### src/rtl/rv_gpio.sv
// rv_gpio: parametrised GPIO with per-bit direction, synchronised inputs and edge interrupts.
// Optional GPIO_SETCLR_EN adds atomic DOUT set/clear registers at adr 6/7.
module rv_gpio #(
  parameter int W = 8,
  parameter int NSYNC = 2
) (
  input  logic         clk,
  input  logic         reset,
  input  logic [4:0]   adr,
  input  logic         cs,
  input  logic [3:0]   we,
  input  logic         re,
  input  logic [31:0]  dw,
  output logic [31:0]  dr,
  output logic         irq,
  input  logic [W-1:0] pin,
  output logic [W-1:0] pout,
  output logic [W-1:0] poe
);
  logic [NSYNC-1:0][W-1:0] sync;
  logic [W-1:0] dout, dir, ie, ip, edg, prev, din, wm, wd, det, rv;
  logic [31:0] m32;
  logic [2:0] sel;
  logic unused;
  assign unused = ^{adr[1:0], dw};
  assign sel = adr[4:2];
  assign m32 = {{8{we[3]}}, {8{we[2]}}, {8{we[1]}}, {8{we[0]}}};
  assign wm = cs ? m32[W-1:0] : '0;
  assign wd = dw[W-1:0] & wm;
  assign din = sync[NSYNC-1];
  assign det = (din & ~prev & ~edg) | (~din & prev & edg);
  assign pout = dout;
  assign poe = dir;
  always_comb
    rv = sel == 3'd0 ? dout :
         sel == 3'd1 ? din  :
         sel == 3'd2 ? dir  :
         sel == 3'd3 ? ie   :
         sel == 3'd4 ? ip   :
         sel == 3'd5 ? edg  : '0;
  always_ff @(posedge clk) begin
    if (reset) begin
      sync <= '0;
      prev <= '0;
      dout <= '0;
      dir  <= '0;
      ie   <= '0;
      ip   <= '0;
      edg  <= '0;
      dr   <= '0;
      irq  <= 1'b0;
    end else begin
      sync <= {sync[NSYNC-2:0], pin};
      prev <= din;
      if (sel == 3'd0) dout <= (dout & ~wm) | wd;
`ifdef GPIO_SETCLR_EN
      if (sel == 3'd6) dout <= dout | wd;
      if (sel == 3'd7) dout <= dout & ~wd;
`endif
      if (sel == 3'd2) dir <= (dir & ~wm) | wd;
      if (sel == 3'd3) ie  <= (ie & ~wm) | wd;
      if (sel == 3'd5) edg <= (edg & ~wm) | wd;
      // a fresh edge overrides a simultaneous clear of the same bit
      ip  <= (sel == 3'd4 ? ip & ~wd : ip) | det;
      dr  <= (cs & re) ? 32'(rv) : '0;
      irq <= |(ip & ie);
    end
  end
endmodule
### config.mk
export PLATFORM = sky130hd
export DESIGN_NAME = rv_gpio
export DESIGN_NICKNAME = d
export VERILOG_FILES = /design/src/rtl/rv_gpio.sv
export SDC_FILE = /design/constraint.sdc
export NUM_CORES = 1
export LEC_CHECK = 0
export ABC_CLOCK_PERIOD_IN_PS = 2300
export CAP_MARGIN = 20
export CORE_UTILIZATION = 40
export DETAILED_ROUTE_END_ITERATION = 7
export PLACE_DENSITY = 0.73
export SLEW_MARGIN = 20
export SYNTH_ARGS = -nofsm -noshare
export SYNTH_HDL_FRONTEND = slang
export SYNTH_SLANG_ARGS = --single-unit
### constraint.sdc
create_clock -name clk -period 2.3 [get_ports clk]
set_input_delay 0.345 -clock clk [delete_from_list [all_inputs] [get_ports clk]]
set_output_delay 0.345 -clock clk [all_outputs]
set_load 0.05 [all_outputs]
## Yosys cells after proc, flatten, opt, wreduce, memory -nomap -nowiden

Cells that the tools add are included.

| cells by class | value |
|---|---|
| muxes and demuxes | 8 |
| eq/ne operators | 5 |
| add/sub/neg operators | 0 |
| reductions and logical operators | 3 |
| order comparisons | 0 |
| multipliers | 0 |
| div/mod/pow operators | 0 |
| bitwise gates (word level) | 24 |
| shift operators | 0 |

Operators by type and width:

| cell | number |
|---|---|
| 8-bit AND | 11 |
| 8-bit 2-to-1 mux | 8 |
| 8-bit bitwise OR | 6 |
| 8-bit inverter | 5 |
| 8-bit OR reduction | 1 |
| 3-bit by 2-bit equality test with 1-bit output, second input constant | 2 |
| 3-bit equality test, second input constant | 2 |
| 3-bit by 1-bit equality test with 1-bit output, second input constant | 1 |
| 3-bit zero test | 1 |
| 2-bit OR reduction | 1 |
| 1-bit AND | 1 |
| 1-bit inverter | 1 |

| word-level totals | value |
|---|---|
| memories | 0 |
| register bits after elaboration | 97 |
| output and inout port bits | 49 |
| ROM bits | 0 |
| RAM bits | 0 |
| bits in latches | 0 |
| input port bits | 53 |
| word-level logic and storage cells | 51 |

## Depth between registers and ports, before layout

| logic depth | value |
|---|---|
| depth after elaboration | 7 |
| gate-level depth with buffers | 5 |
| mapped depth without buffers | 3 |

## Worst setup path after synthesis

OpenSTA, ideal clock, no wires.

| timing path | value |
|---|---|
| path type | reg2reg |
| start | register (tool-made name) |
| end | register dr[5] |
| cell stages (with the launch flop) | 4 |
| data arrival time | 1.240 ns |
| slack | 1.001 ns |
| library setup time | 0.059 ns |
| cell sequence | dfxtp_1 > mux2i_1 > a221oi_1 > o221a_2 |

RTL lines:

| what | line | source |
|---|---|---|
| to (signal assigned) | 65 | `dr <= (cs & re) ? 32'(rv) : '0;` |
| to (decl) | 14 | `output logic [31:0] dr,` |

==> reports/summary.txt <==
Post-synth EDFFs = 0
P_int = 0.002134 W
post-route antenna net violation count = 0
endpoint class of the critical path = output pin
setup slack after layout = 0.3988 ns
fin crit period = 1.901 ns
dpl ws = 0.3167 ns
Port Buffer Count = 48
post-synthesis compound-gate area fraction = 20.00%
crit-path cells = clkdlybuf4s50_1
Yosys reg bits = 73
vias per inst = 5.392
clk sinks = 73
max cap viols = 0
Critical path buffers and inverters = 1
die width = 91.14 um
R2R cell count = 2
DRT Pass-1 Iters = 5
post-CTS setup buffer count = 0
max-slew violations = 0
Die H = 91.14 um
hold-fix buffers at CTS = 0
top achievable clock speed = 0.5260 GHz
PostCTS Resize Cnt = 0
CP max stage delay = 0.83 ns
relative slew slack = 55.07%
slowest library cell on the worst path = clkdlybuf4s50_1
antenna cell count = 0
P&R area growth vs syn = 24.09%
period utilisation layout = 82.66%
DR WL/cell = 15.40 um
Placeable Area = 7687 um2
vias in the first global route = 2498
Synth cell types = 35
RePlAce Congestion = 0.8228
worst endpoint required time = 1.96 ns
layout cells sized above 1 = 12.32%
Crit Path Category = flip-flop to output pin
post-synthesis mux area share = 5.236%
Post-Synth Simple-Gate Area = 17.13%
# setup viols final = 0
die area = 8306 um2
CP Data Arrival Time = 1.56 ns
Area contributors post-synth = dfxtp_1, buf_4, a21oi_1, nand3_1, o21ai_0
Worst path top cell family by delay = buffers and inverters
ys async rst share = 0%
dominant synthesized flop cell = dfxtp_1
switch share = 25.82%
RSZ-0062 raised after global routing = false
TritonCTS clock tree = yes
placed insts = 492
Post-route DRC = 0
leakage power = 1.450 nW
FP Rows = 32
synth warn = 0
post-route design area = 3944 um2
global route total overflow = 0
Syn Inst Count = 352
total number of vias = 2739
post-DP HPWL = 5047 um
H-tree lvl count = 3
post-synthesis cell area = 3178 um2
first-pass GRT wire length = 12710 um
Pwr per Cell Area = 729.6 nW/um2
drt total wl = 7825 um
Hold/Removal Path Class = flip-flop to flip-flop
Mean Syn Cell Area = 9.029 um2
buffer levels on the longest clock path = 2
setup_tns = 0 ns
count leader, synth = dfxtp_1
clock latency on the worst-skew pair = 0.35 ns
clock-pin slew on the worst setup and hold paths = 0.08 ns
flop2flop setup slack = 1.23 ns
sequential-to-total area share from yosys stat = 45.98%
initial drt markers = 176
Placed Area = 3702 um2
sequential fraction of design power = 45.7%
Clock Power Share = 42.1%
Final Net Count = 454
final hold violations = 0
critical path capture point = poe[1]
largest net degree at the start of global routing = 66
crit path max fanout = 3
net switching power = 0.0007430 W
Crit Reg-Reg Endpoint = ip[4]$_SDFF_PP0_
worst vdd ir = 0.0004817 V
outcome = completed
most frequent cells after synthesis = dfxtp_1, a21oi_1, nand3_1
top-area cell type share of the netlist area = 45.98%
GRT Overall Usage = 19.74%
reg2reg start = din[4]$_SDFF_PP0_
skew final = 0.007390 ns
main combinational cell family by area after synthesis = compound AO/OA/AOI/OAI gates
post-synth top area cell = dfxtp_1
Non-Filler Instances = 508
Num CTS Buffers = 9
actual transition at the worst max-transition pin = 0.6739 ns
WP depth = 1
Comb pwr share = 12.1%
I/O pin count = 102
clk root buf = clkbuf_8
antenna violations before repair = 0
Synth Area in Adders = 0%
Synth Area in XOR/XNOR = 0%
crit start category = flip-flop
Starting Density = 41.34%
[cell families (layout without fill, tap and decap cells)]
family	count (synthesis)	in the layout
AOI/OAI and AO/OA	106	106
and+or+nand+nor	94	94
DFF	73	73
buffers and inverters	62	93
muxes	16	16
other	1	24
[layout by cell type, fill, tap and decap left out]
master           synthesis  routed
or3_1                    4       4
or3b_2                   5       5
mux2_2                   5       5
o21ai_0                 30      30
o221ai_1                 5       5
or2_2                    1       1
a221oi_1                 3       3
a22oi_1                  4       4
clkinv_4                 0       1
inv_6                    0       1
o221a_2                  3       3
buf_12                   0       2
a41oi_1                  1       1
dfxtp_1                 73      73
and2b_1                  1       1
nor2_1                   7       7
a21oi_1                 37      37
a31oi_1                  8       8
o21ai_1                  2       2
nand3b_1                 6       6
conb_1                   1      24
inv_1                   11      11
bufinv_16                0       3
nand3_1                 36      36
or3b_4                   1       1
mux2i_1                 11      11
clkinv_2                 0       2
clkbuf_8                 0       9
nand2_1                  5       5
and3_1                   1       1
and3b_1                  2       2
a21o_1                   5       5
nor2b_1                 23      23
nand2b_1                 2       2
clkdlybuf4s50_1          0      47
o31ai_1                  8       8
buf_4                   28      16
buf_2                    8       1
[metal layers]
layer  share of wire, %  GRT usage, %  up-vias
li1                   -             -     1303
met1                 42         24.33     1320
met2                 50         33.08      103
met3                6.3         3.434       13
met4                2.0         9.921        0
met5                  0             0        -
[area by class of cell]
class	instances	area (um2)
well taps	102	127.6
clock inverters	7	117.6
clock buffers	9	123.9
multi-input cells	240	1436
repair buffers	66	635.6
inverters	11	41.29
fillers	728	3744
flip-flops and latches	73	1461
[power groups by stage]
stage               sequential (W)  clock, W  combinational (W)
floorplan                  0.00136         0           0.000246
global placement           0.00134         0           0.000343
detailed placement         0.00135         0           0.000346
CTS                        0.00132   0.00123           0.000347
global route               0.00132   0.00130           0.000368
finish                     0.00132   0.00121           0.000349
[through the flow]
step	utilization (%)	hold slack (ns)	power [W]
3_3_place_gp	48.16	0.4167	0.001688
2_1_floorplan	-	0.4138	0.001607
4_1_cts	51.30	0.4464	0.002897
6_report	51.30	0.4383	0.002877
3_5_place_dp	48.16	0.4280	0.001692
5_1_grt	51.30	0.4554	0.002985
[worst min path at each step]
stage	start	to	slack (ns)	cells after the start
after floorplan	sync[0]$_SDFF_PP0_	din[0]$_SDFF_PP0_	0.41	1
after global placement	sync[2]$_SDFF_PP0_	din[2]$_SDFF_PP0_	0.42	1
after detailed placement	sync[3]$_SDFF_PP0_	din[3]$_SDFF_PP0_	0.43	1
after CTS	sync[4]$_SDFF_PP0_	din[4]$_SDFF_PP0_	0.45	1
after global routing	sync[1]$_SDFF_PP0_	din[1]$_SDFF_PP0_	0.46	1
final	sync[4]$_SDFF_PP0_	din[4]$_SDFF_PP0_	0.44	1
Note: power is estimated with default switching activity, not from simulation.
